## src/rtl/pwm_snd_decoder_pkg.sv

```systemverilog
// Shared types and helpers for the PWM audio receive-side decoder.
package pwm_snd_decoder_pkg;

  typedef enum logic {
    ST_EMPTY = 1'b0,
    ST_FULL  = 1'b1
  } out_state_e;

  // Frame length in clocks for a given log2 frame size.
  function automatic int unsigned frame_len(input int unsigned frame_bits);
    return 32'd1 << frame_bits;
  endfunction

endpackage

```

## src/rtl/pwm_snd_decoder_if.sv

```systemverilog
// Result handshake between the decoder (master) and its consumer (slave).
interface pwm_snd_decoder_if #(
  parameter int unsigned FRAME_BITS  = 8,
  parameter int unsigned SAMPLE_BITS = 8
);

  logic [SAMPLE_BITS-1:0] sample_out;
  logic [FRAME_BITS-1:0]  edges_out;
  logic                   sample_valid;
  logic                   sample_ready;
  logic                   overrun;
  logic                   clear_overrun;

  modport master (
    output sample_out,
    output edges_out,
    output sample_valid,
    output overrun,
    input  sample_ready,
    input  clear_overrun
  );

  modport slave (
    input  sample_out,
    input  edges_out,
    input  sample_valid,
    input  overrun,
    output sample_ready,
    output clear_overrun
  );

endinterface

```

## src/rtl/pwm_snd_sync.sv

```systemverilog
// Multi-flop synchronizer for the asynchronous audio pin plus rising-edge detect.
module pwm_snd_sync #(
  parameter int unsigned SYNC_STAGES = 2
) (
  input  logic clk,
  input  logic reset,
  input  logic snd_in,
  output logic s,
  output logic rise_c
);

  logic [SYNC_STAGES-1:0] sync_q;
  logic                   s_prev;

  always_ff @(posedge clk) begin
    if (reset) begin
      sync_q <= '0;
      s_prev <= 1'b0;
    end else begin
      sync_q <= {sync_q[SYNC_STAGES-2:0], snd_in};
      s_prev <= sync_q[SYNC_STAGES-1];
    end
  end

  assign s      = sync_q[SYNC_STAGES-1];
  assign rise_c = s & ~s_prev;

endmodule

```

## src/rtl/pwm_snd_decoder.sv

```systemverilog
// Recovers PCM samples and rising-edge counts from a 1-bit PWM audio stream,
// one result per frame, delivered over a valid/ready handshake with sticky overrun.
module pwm_snd_decoder
  import pwm_snd_decoder_pkg::*;
#(
  parameter int unsigned FRAME_BITS  = 8,
  parameter int unsigned SAMPLE_BITS = 8,
  parameter int unsigned SYNC_STAGES = 2
) (
  input  logic               clk,
  input  logic               reset,
  input  logic               snd_in,
  pwm_snd_decoder_if.master  bus
);

  localparam int unsigned FRAME_LEN = frame_len(FRAME_BITS);
  localparam logic [FRAME_BITS-1:0] FRAME_LAST = FRAME_BITS'(FRAME_LEN - 1);

  logic                   s;
  logic                   rise_c;
  logic [FRAME_BITS-1:0]  frame_cnt;
  logic [FRAME_BITS:0]    hi_cnt;
  logic [FRAME_BITS-1:0]  edge_cnt;

  logic                   frame_end_c;
  logic [FRAME_BITS:0]    hi_total_c;
  logic [FRAME_BITS-1:0]  hi_sat_c;
  logic [SAMPLE_BITS-1:0] sample_c;
  logic [FRAME_BITS:0]    edge_total_c;
  logic [FRAME_BITS-1:0]  edge_sat_c;

  out_state_e             state;
  logic [SAMPLE_BITS-1:0] sample_q;
  logic [FRAME_BITS-1:0]  edges_q;
  logic                   overrun_q;

  pwm_snd_sync #(
    .SYNC_STAGES (SYNC_STAGES)
  ) u_sync (
    .clk    (clk),
    .reset  (reset),
    .snd_in (snd_in),
    .s      (s),
    .rise_c (rise_c)
  );

  // Frame totals include the last cycle's contribution; only a full-high
  // frame reaches 2^FRAME_BITS, which saturates to all ones.
  always_comb begin
    frame_end_c  = (frame_cnt == FRAME_LAST);
    hi_total_c   = hi_cnt + (FRAME_BITS+1)'(s);
    hi_sat_c     = hi_total_c[FRAME_BITS] ? '1 : hi_total_c[FRAME_BITS-1:0];
    sample_c     = hi_sat_c[FRAME_BITS-1 -: SAMPLE_BITS];
    edge_total_c = {1'b0, edge_cnt} + (FRAME_BITS+1)'(rise_c);
    edge_sat_c   = edge_total_c[FRAME_BITS] ? '1 : edge_total_c[FRAME_BITS-1:0];
  end

  // Frame, high-level and edge accumulators.
  always_ff @(posedge clk) begin
    if (reset) begin
      frame_cnt <= '0;
      hi_cnt    <= '0;
      edge_cnt  <= '0;
    end else begin
      frame_cnt <= frame_cnt + FRAME_BITS'(1);
      hi_cnt    <= frame_end_c ? '0 : hi_total_c;
      edge_cnt  <= frame_end_c ? '0 : edge_total_c[FRAME_BITS-1:0];
    end
  end

  // Output holding register; a frame end while FULL and not accepted drops
  // the new result and raises overrun, with set taking priority over clear.
  always_ff @(posedge clk) begin
    if (reset) begin
      state     <= ST_EMPTY;
      sample_q  <= '0;
      edges_q   <= '0;
      overrun_q <= 1'b0;
    end else begin
      if (bus.clear_overrun) overrun_q <= 1'b0;
      unique case (state)
        ST_EMPTY: begin
          if (frame_end_c) begin
            sample_q <= sample_c;
            edges_q  <= edge_sat_c;
            state    <= ST_FULL;
          end
        end
        ST_FULL: begin
          if (frame_end_c) begin
            if (bus.sample_ready) begin
              sample_q <= sample_c;
              edges_q  <= edge_sat_c;
            end else begin
              overrun_q <= 1'b1;
            end
          end else if (bus.sample_ready) begin
            state <= ST_EMPTY;
          end
        end
        default: state <= ST_EMPTY;
      endcase
    end
  end

  assign bus.sample_out   = sample_q;
  assign bus.edges_out    = edges_q;
  assign bus.sample_valid = (state == ST_FULL);
  assign bus.overrun      = overrun_q;

endmodule

```

## src/flat_wrapper.sv

```systemverilog
// flat-port wrapper written by rule: the top's interface ports become plain ports
module pwm_snd_decoder_flat import pwm_snd_decoder_pkg::*;
#(
  parameter int unsigned FRAME_BITS  = 8,
  parameter int unsigned SAMPLE_BITS = 8,
  parameter int unsigned SYNC_STAGES = 2
)
  (clk, reset, snd_in, bus_sample_out, bus_edges_out, bus_sample_valid, bus_overrun, bus_sample_ready, bus_clear_overrun);
  pwm_snd_decoder_if #(.FRAME_BITS(FRAME_BITS), .SAMPLE_BITS(SAMPLE_BITS)) bus_i ();
  input  logic clk;
  input  logic reset;
  input  logic snd_in;
  output wire logic [$bits(bus_i.sample_out)-1:0] bus_sample_out;
  output wire logic [$bits(bus_i.edges_out)-1:0] bus_edges_out;
  output wire logic [$bits(bus_i.sample_valid)-1:0] bus_sample_valid;
  output wire logic [$bits(bus_i.overrun)-1:0] bus_overrun;
  input wire logic [$bits(bus_i.sample_ready)-1:0] bus_sample_ready;
  input wire logic [$bits(bus_i.clear_overrun)-1:0] bus_clear_overrun;
  assign bus_sample_out = bus_i.sample_out;
  assign bus_edges_out = bus_i.edges_out;
  assign bus_sample_valid = bus_i.sample_valid;
  assign bus_overrun = bus_i.overrun;
  assign bus_i.sample_ready = bus_sample_ready;
  assign bus_i.clear_overrun = bus_clear_overrun;
  pwm_snd_decoder #(.FRAME_BITS(FRAME_BITS), .SAMPLE_BITS(SAMPLE_BITS), .SYNC_STAGES(SYNC_STAGES)) u_core (.clk(clk), .reset(reset), .snd_in(snd_in), .bus(bus_i));
endmodule
```

## config.mk

```make
export PLATFORM = sky130hd
export DESIGN_NAME = pwm_snd_decoder_flat
export DESIGN_NICKNAME = d
export VERILOG_FILES = /design/src/rtl/pwm_snd_decoder_pkg.sv /design/src/rtl/pwm_snd_decoder_if.sv /design/src/rtl/pwm_snd_sync.sv /design/src/rtl/pwm_snd_decoder.sv /design/src/flat_wrapper.sv
export SDC_FILE = /design/constraint.sdc
export NUM_CORES = 1
export LEC_CHECK = 0
export BUFFER_PORTS_ARGS = -buffer_cell sky130_fd_sc_hd__buf_2
export CORE_MARGIN = 1
export CORE_UTILIZATION = 35
export CTS_CLUSTER_SIZE = 30
export DETAILED_ROUTE_END_ITERATION = 12
export GPL_TIMING_DRIVEN = 0
export PLACE_DENSITY = 0.63
export SYNTH_ARGS = -nofsm -noshare
export SYNTH_HDL_FRONTEND = slang
export SYNTH_SLANG_ARGS = --single-unit
```

## constraint.sdc

```tcl
create_clock -name clk -period 2.54 [get_ports clk]
set_clock_uncertainty 0.15 [all_clocks]
set_input_delay 0.127 -clock clk [delete_from_list [all_inputs] [get_ports clk]]
set_output_delay 0.127 -clock clk [all_outputs]
set_load 0.05 [all_outputs]
```

==> impl_metrics.ini, run 1 <==
[job]
maxCapViolations = 0

[worst_setup_path]
timing.rr.end = u_core.bus.sample_out[5]
endpoint = u_core.bus.sample_out[5]
arrival_ns = 2.00
criticalPathCategory = reg -> reg
crit_path_max_fanout = 10
rrSetupSlack_ns = 0.56
cp-start-kind = flip-flop
critPathRequiredTime_ns = 2.56
r2r-start = u_core.frame_cnt[0]
worstSetupEndpointType = flip-flop
reg2reg_depth = 5
startpoint = u_core.frame_cnt[0]

[floorplan]
initial_core_util = 0.3661
fp.coreArea_um2 = 4755
die_area_um2 = 5258
std_cell_rows = 25
die_h_um = 72.52
dieWidth_um = 72.52
ios = 23

[synth]
synth_flop_cell = dfxtp_1
synth_cell_types = 29
synth_fa_ha_area_frac = 0.03595
seq_area_frac_synth = 0.5291
synth_nets = 189
synth_top_family_by_area = simple AND/OR/NAND/NOR gates
postSynthCellCount = 179
synthMuxAreaShare = 0
yosys-top-cells-area = dfxtp_1 (53%), nor2_1 (9.5%), a211oi_1 (6.5%), xnor2_1 (4.5%), ha_1 (3.6%)
postSynthAreaPerCell_um2 = 9.723
synthesis.area_um2 = 1740
synth-simple-area-share = 0.2344
synth-warning-count = 0
synth_xor_area_frac = 0.08052
synth_edf_count = 0
yosysTopAreaCell = dfxtp_1
synthArstFlopShare = 0
ys_seq_elements = 46
netlist.area_leader.share = 0.5291
synth_compound_area_frac = 0.08843

[sta]
drv_slew = 0
setup_tns_ns = 0
final.min_clock_period_ns = 1.984
setup_viol = 0
relSlewSlack = 0.6650
rsz0062_at_grt = false
worst_pin_slew_ns = 0.5026
max_freq_mhz = 503.9
post-route-period-util = 0.7812
hold_viol_final = 0

[layout]
n_fill_cell = 508
diodes = 0
layout.nets = 220
finalInstanceArea_um2 = 2046
area_growth_pct = 17.54
drive_gt1_frac = 0.1896

[drt]
final_antenna_net_count = 0
dr_wl_met3_um = 137
top_layer = met4
viasPerCell = 4.662
drt_iter0_markers = 52
first_pass_iters = 4
drt_wl_total_um = 3190
drc = 0
num_vias = 1296
post_drt_wl_per_cell_um = 11.47
wl_met2_um = 1343
drt-met1-wl_um = 1638

[clock_network]
clock-root-buffer = clkbuf_8
cts_hold_buffers = 2
post_cts_buffers = 0
htreeDepth = 2
cts_max_path_buffers = 2
cts_tree = yes
clkTransAtPathRegs_ns = 0.08
clk_latency_ns = 0.30
cts_sinks = 46
cts_resized = 0
cts_made_buffers = 5

[placed_design]
dp_hpwl_um = 2221
place_area_um2 = 1934
port_buffers = 22
globalplace.congestion = 0.7386

[outcome]
status = completed

[global_route]
grt_max_degree = 14
grt_overflow = 0
antenna_found_initial = 0
grt.total_usage = 0.1379
grt_pass1_vias = 1250
grt_pass1_wl_um = 5478

[pwr]
leakagePower_uw = 0.0008209
ir_drop_mv = 0.2958
power_density_nw_per_um2 = 598.3

[worst_hold_path]
min-delay-path-class = in -> reg
worstHoldStart = bus_sample_ready
-- per-layer routing --
metal	track usage	vias up
li1	-	668
met1	0.1806	598
met2	0.2004	23
met3	0.03750	7
met4	0.08715	0
met5	0	-
-- power by group --
part	switching (µW)	internal, µW
Sequential	4.71	729
Combinational	20.7	14.5
Clock	236	220
-- flip-flops by register name (all words and copies together), names as in the netlist --
| register | flops |
|---|---|
| u_core.u_sync.sync_q | 2 |
| u_core.bus.overrun | 1 |
| u_core.frame_cnt | 8 |
| u_core.hi_cnt | 9 |
| u_core.bus.edges_out | 8 |
| u_core.u_sync.s_prev | 1 |
| u_core.edge_cnt | 8 |
| u_core.bus.sample_valid | 1 |
| u_core.bus.sample_out | 8 |
-- placed cells by master, fill, tap and decap left out, types with 2 or more instances in the layout --
cell           instances
xnor2_1                9
nor2b_1                7
dfxtp_1               46
dlygate4sd3_1          2
inv_1                  4
nand2_1                2
ha_1                   5
a211oi_1              15
buf_2                 24
nor2_1                44
o21ai_0                2
a21oi_1                3
xor2_1                 7
nand3_1                9
and3_1                 7
clkbuf_1               4
clkbuf_8               6
-- stage by stage --
stage / hold slack [ns] / instances / total power [µW] / setup slack (ns) / util
final: 0.03098 / 278 / 1224 / 0.5557 / 0.4303
after global routing: 0.04928 / 278 / 1283 / 0.3394 / 0.4303
after CTS: 0.01616 / 278 / 1248 / 0.5047 / 0.4303
after detailed placement: 0.1934 / 268 / 784.3 / 0.5173 / 0.4068
after global placement: 0.1896 / 268 / 783.2 / 0.5258 / 0.4068
after floorplan: 0.1052 / 179 / 772.7 / 0.7305 / -
-- area by class of cell --
class                   instances  area [µm²]  share of cell area
flip-flops and latches         46       920.9              0.4502
multi-input cells             122       764.5              0.3737
repair buffers                 24       130.1             0.06361
clock buffers                   7       86.33             0.04220
well taps                      67       83.83             0.04098
plain buffers                   7       40.04             0.01957
inverters                       4       15.01            0.007339
clock inverters                 1       5.005            0.002446
-- Yosys cell counts (2+ instances only) --
cell type and instances:
a211oi_1 15, a21oi_1 3, and3_1 7, buf_2 2
clkbuf_1 3, dfxtp_1 46, ha_1 5, inv_1 4
nand2_1 2, nand3_1 9, nor2_1 44, nor2b_1 7
o21ai_0 2, xnor2_1 9, xor2_1 7
-- worst min path at each step --
| stage | end | depth (start not counted) | slack [ns] |
|---|---|---|---|
| after floorplan | u_core.u_sync.sync_q[0] | 1 | 0.11 |
| after global placement | u_core.u_sync.sync_q[0] | 2 | 0.19 |
| after detailed placement | u_core.u_sync.sync_q[0] | 2 | 0.19 |
| after CTS | u_core.bus.sample_valid | 4 | 0.02 |
| after global routing | u_core.bus.sample_valid | 4 | 0.05 |
| final | u_core.bus.sample_valid | 4 | 0.03 |
-- critical path, stage by stage, from the launching register on --
cell	delay (ns)
dfxtp_1	0.36
ha_1	0.24
nand3_1	0.16
nor3_4	0.39
nor3b_4	0.43
a211oi_1	0.13
-- logic make-up after synthesis --
logic type	count (synthesis)
buf+inv	11
xor+xnor	16
simple gates	79
flops	46
compound gates	22
fa+ha+maj	5
(Power assumes the default switching activity.)
==> run 2, diff against run 1 <==
- ABC_AREA: not set -> 1
- clock period: 2.54 -> 1.95 ns (I/O delays scaled with it)
==> impl_metrics.ini, run 2 <==
[outcome]
status = completed

[synth]
seq_area_frac_synth = 0.4833
synth_edf_count = 0
ys_seq_elements = 46
synth_flop_cell = dfxtp_1
synthArstFlopShare = 0
postSynthAreaPerCell_um2 = 7.592
netlist.area_leader.share = 0.4833
netlist_top_cells_count = nor2_1 (54), nand2_1 (48), dfxtp_1 (46)
yosysTopAreaCell = dfxtp_1
postSynthCellCount = 251
synth_cell_types = 27
synthMostInstantiatedCell = nor2_1
synth-warning-count = 0
synth_nets = 261
synthesis.area_um2 = 1906
yosys-top-cells-area = dfxtp_1 (48%), nor2_1 (11%), nand2_1 (9.5%), inv_1 (5.7%), nand3_1 (3.7%)

[worst_setup_path]
crit_path_max_fanout = 4
startpoint = u_core.frame_cnt[0]
criticalPathCategory = reg -> reg
timing.rr.end = u_core.bus.overrun
critPathRequiredTime_ns = 2.06
cp-start-kind = flip-flop
worstSetupEndpointType = flip-flop
endpoint = u_core.bus.overrun
r2r-start = u_core.frame_cnt[0]
rrSetupSlack_ns = 0.17
arrival_ns = 1.89
reg2reg_depth = 6

[clock_network]
cts_max_path_buffers = 2
cts_made_buffers = 5
cts_tree = yes
cts_sinks = 46
htreeDepth = 2
clk_latency_ns = 0.31
post_cts_buffers = 0
clock-root-buffer = clkbuf_8
clkTransAtPathRegs_ns = 0.09

[floorplan]
initial_core_util = 0.3684
die_area_um2 = 5743
fp.coreArea_um2 = 5172
ios = 23
dieWidth_um = 75.79
die_h_um = 75.79
std_cell_rows = 26

[drt]
drc = 0
first_pass_iters = 6
num_vias = 1596
drt_wl_total_um = 3571
drt_iter0_markers = 81
viasPerCell = 4.508
final_antenna_net_count = 0
post_drt_wl_per_cell_um = 10.09

[sta]
post-route-period-util = 0.9126
drv_slew = 0
max_freq_mhz = 562.0
hold_viol_final = 0
relSlewSlack = 0.6604
setup_viol = 0
worst_pin_slew_ns = 0.5095
final.min_clock_period_ns = 1.779
fin_ws_ns = 0.1705

[layout]
layout_commonest_cell = nor2_1
diodes = 0
n_fill_cell = 534
largest-register = u_core.hi_cnt
drive_gt1_frac = 0.1479
area_growth_pct = 18.12
final_cell_mix = nor2_1 (53), nand2_1 (47), dfxtp_1 (46), inv_1 (29), buf_2 (22)
stdcell_count = 354
layout.nets = 293
largest_register_ffs = 9

[pwr]
power_density_nw_per_um2 = 714.5
leakagePower_uw = 0.001045
ir_drop_mv = 0.3531
power_uw = 1608

[global_route]
grt_pass1_wl_um = 5775
grt_max_degree = 17
grt_overflow = 0
antenna_found_initial = 0
grt.total_usage = 0.1355
grt_pass1_vias = 1348

[worst_hold_path]
min-delay-path-class = in -> reg
worstHoldStart = reset

[placed_design]
dp_hpwl_um = 2580
port_buffers = 21
globalplace.congestion = 0.8228
place_ws_ns = 0.05110
placedCellCount = 342

[job]
maxCapViolations = 0
## run 2: cell types whose count changed after synthesis, moves of 7 or more
cell | before | now
a211oi_1 | 15 | 0
a21oi_1 | 3 | 12
and3_1 | 7 | 0
inv_1 | 4 | 29
nand2_1 | 2 | 48
nor2_1 | 44 | 54
o21ai_1 | 0 | 11
xnor2_1 | 9 | 2
## run 2: cell type report
type,instances,area [µm²],area share
sequential,46,920.9,0.4091
clock buffer,5,68.82,0.03057
clock inverter,3,23.77,0.01056
inverter,29,108.9,0.04836
tap,70,87.58,0.03891
buffer,5,27.53,0.01223
multi-input combinational,171,868.3,0.3858
timing repair buffer,25,145.1,0.06448
## run 2: report_power, final
| part | switching, µW | total, µW | internal [µW] |
|---|---|---|---|
| Sequential | 4.97 | 954 | 949 |
| Clock | 349 | 606 | 256 |
| Combinational | 29.9 | 48.5 | 18.6 |
## run 2: kinds of logic (layout without fill, tap and decap cells)
group                      count (synthesis)  count (layout)  share of synthesized area
xor gates and xnor gates                   7               7                    0.03217
AOI/OAI and AO/OA                         29              29                    0.07945
and+or+nand+nor                          130             130                     0.3007
DFF                                       46              46                     0.4833
buffers and inverters                     34              67                    0.07156
adders and majority gates                  5               5                    0.03283
## run 2: worst min-delay path by stage
stage / to / cells past startpoint
after floorplan: u_core.u_sync.sync_q[0] / 2
after global placement: u_core.u_sync.sync_q[0] / 3
after detailed placement: u_core.u_sync.sync_q[0] / 3
after CTS: u_core.bus.sample_valid / 2
after global routing: u_core.bus.sample_valid / 2
final: u_core.bus.sample_valid / 2
## run 2: timing repair
item / 4_1_cts / 5_1_grt
hold buffers: 4 / 0
gates resized for setup: 0 / 6
endpoints found under the setup margin: 0 / 16
hold endpoints to repair: 3 / 0
## run 2: per-stage QoR
step | hold WS, ns | instance area (µm²) | setup TNS, ns | util
final | 0.008987 | 2251 | 0 | 0.4352
after global routing | 0.04157 | 2251 | -0.004505 | 0.4352
after CTS | 0.01585 | 2231 | 0 | 0.4313
after detailed placement | 0.1542 | 2098 | 0 | 0.4057
after global placement | 0.1537 | 2098 | 0 | 0.4057
after floorplan | 0.05447 | 1906 | 0 | -
## run 2: per-layer routing
layer	vias to the layer above	global-route usage	wire length (µm)
met5	-	0	0
met4	0	0.07407	85
met3	7	0.02910	104
met2	20	0.2144	1642
met1	716	0.1716	1740
li1	853	-	-
## run 2: critical path, cell delays in order (launching register included)
cell           delay [ns]
dfxtp_1              0.36
ha_1                 0.17
nand2_1              0.11
nor2_4               0.17
nand3_1              0.09
a21oi_1              0.13
dlygate4sd3_1        0.55
==> run 3, diff against run 2 <==
- HOLD_SLACK_MARGIN: not set -> 0.03
==> impl_metrics.ini, run 3 (synthesis results as in run 2) <==
[outcome]
status = completed

[sta]
drv_slew = 0
relSlewSlack = 0.6708
final.min_clock_period_ns = 1.780
holdWs_ns = 0.06621
max_freq_mhz = 561.7
hold_viol_final = 0
setup_viol = 0
worst_pin_slew_ns = 0.4939
post-route-period-util = 0.9130
setup_tns_ns = 0

[layout]
stdcell_count = 355
drive_gt1_frac = 0.1474
layout.nets = 294
area_growth_pct = 18.65
multi_input_area_um2 = 868.3
n_fill_cell = 534
final_cell_mix = nor2_1 (53), nand2_1 (47), dfxtp_1 (46), inv_1 (29), buf_2 (22)
largest_register_ffs = 9
register_area_um2 = 920.9
diodes = 0
largest-register = u_core.hi_cnt
utilization = 0.4371
layout_commonest_cell = nor2_1

[global_route]
grt_pass1_vias = 1348
grt.total_usage = 0.1355
grt_max_degree = 17
grt_use_met1 = 0.1716
antenna_found_initial = 0
grt_pass1_wl_um = 5775
grt_most_used_layer = met2
met3_usage = 0.02910
met2_usage = 0.2144
grt_overflow = 0

[drt]
final_antenna_net_count = 0
post_drt_wl_per_cell_um = 10.08
viasPerCell = 4.490
drt_iter0_markers = 75
first_pass_iters = 4
drt_wl_total_um = 3578
num_vias = 1594
drc = 0

[floorplan]
ios = 23
initial_core_util = 0.3684
std_cell_rows = 26
die_h_um = 75.79
die_area_um2 = 5743
fp.coreArea_um2 = 5172
dieWidth_um = 75.79

[pwr]
ir_drop_mv = 0.3530
p_sw_frac = 0.2389
leakagePower_uw = 0.001052
seq_power_share = 0.593
power_uw = 1609
power_density_nw_per_um2 = 711.5
p_sw_uw = 384.4
clock_power_share = 0.377
p_int_uw = 1224
pwr-share-comb = 0.030

[placed_design]
port_buffers = 21
globalplace.congestion = 0.8228
dp_hpwl_um = 2580
placedCellCount = 342

[job]
maxCapViolations = 0

[clock_network]
cts_made_buffers = 5
cts_tree = yes
clkTransAtPathRegs_ns = 0.09
clock-root-buffer = clkbuf_8
htreeDepth = 2
clk_latency_ns = 0.31
cts_sinks = 46
cts_max_path_buffers = 2

[worst_setup_path]
cp_common_cell = nand2_1
worstSetupEndpointType = flip-flop
crit_path_max_fanout = 5
slowest_stage = dfxtp_1
arrival_ns = 1.84
path_cells = ha_1, ha_1, nand2_1, nor2_4, nand2_1, nand2_1, nand3_2, nor2_1, nor2_1
critPathMaxStageDelay_ns = 0.37
critPathRequiredTime_ns = 2.01
cp-start-kind = flip-flop
path_buf_inv = 0
criticalPathCategory = reg -> reg
critPathTopFamily = simple AND/OR/NAND/NOR gates

[worst_hold_path]
min-delay-path-class = in -> reg
run 3: cell count changes in the layout (fill, tap and decap cells not counted):
| cell | previous run | this run |
|---|---|---|
| dlygate4sd3_1 | 4 | 5 |
run 3: metrics by stage:
stage | setup slack [ns] | area, µm²
after global routing | -0.002452 | 2261
after floorplan | 0.3342 | 1906
final | 0.1696 | 2261
after CTS | 0.02159 | 2241
after global placement | 0.06916 | 2098
after detailed placement | 0.05110 | 2098
run 3: metal layers:
metal | share of wire | vias up | wire, µm
li1 | - | 856 | -
met1 | 0.49 | 715 | 1762
met2 | 0.46 | 16 | 1634
met3 | 0.027 | 7 | 96
met4 | 0.024 | 0 | 85
met5 | 0 | - | 0
run 3: worst register-to-register path, stage by stage, from the launching register on:
cell and delay, ns:
dfxtp_1 0.37, ha_1 0.20, ha_1 0.21, nand2_1 0.11
nor2_4 0.14, nand2_1 0.09, nand2_1 0.10, nand3_2 0.14
nor2_1 0.13, nor2_1 0.04
run 3: power by group through the flow:
stage / Clock (µW) / Combinational [µW] / Sequential (µW)
floorplan: 0 / 31.7 / 975
global placement: 0 / 43.9 / 976
detailed placement: 0 / 43.8 / 977
CTS: 627 / 48.7 / 954
global route: 654 / 56.8 / 956
finish: 606 / 48.4 / 954
run 3: final timing paths:
path / from / to / slack, ns / cells past startpoint
setup / recovery: u_core.u_sync.sync_q[1] / u_core.bus.sample_out[0] / 0.17 / 9
hold / removal: reset / u_core.frame_cnt[2] / 0.07 / 2
setup reg to reg: u_core.u_sync.sync_q[1] / u_core.bus.sample_out[0] / 0.17 / 9
hold reg to reg: u_core.u_sync.sync_q[0] / u_core.u_sync.sync_q[1] / 0.26 / 2
run 3: repair_timing:
action	CTS	global route
hold endpoints to repair	3	0
hold buffers	5	0
resized for setup	0	6
setup endpoints to repair	0	17
buffers inserted	0	0
run 3: final cells by class:
cell class	count	area share
buffer	5	0.01217
clock buffer	5	0.03044
clock inverter	3	0.01051
inverter	29	0.04815
multi-input combinational	171	0.3841
sequential	46	0.4073
tap	70	0.03874
timing repair buffer	26	0.06862
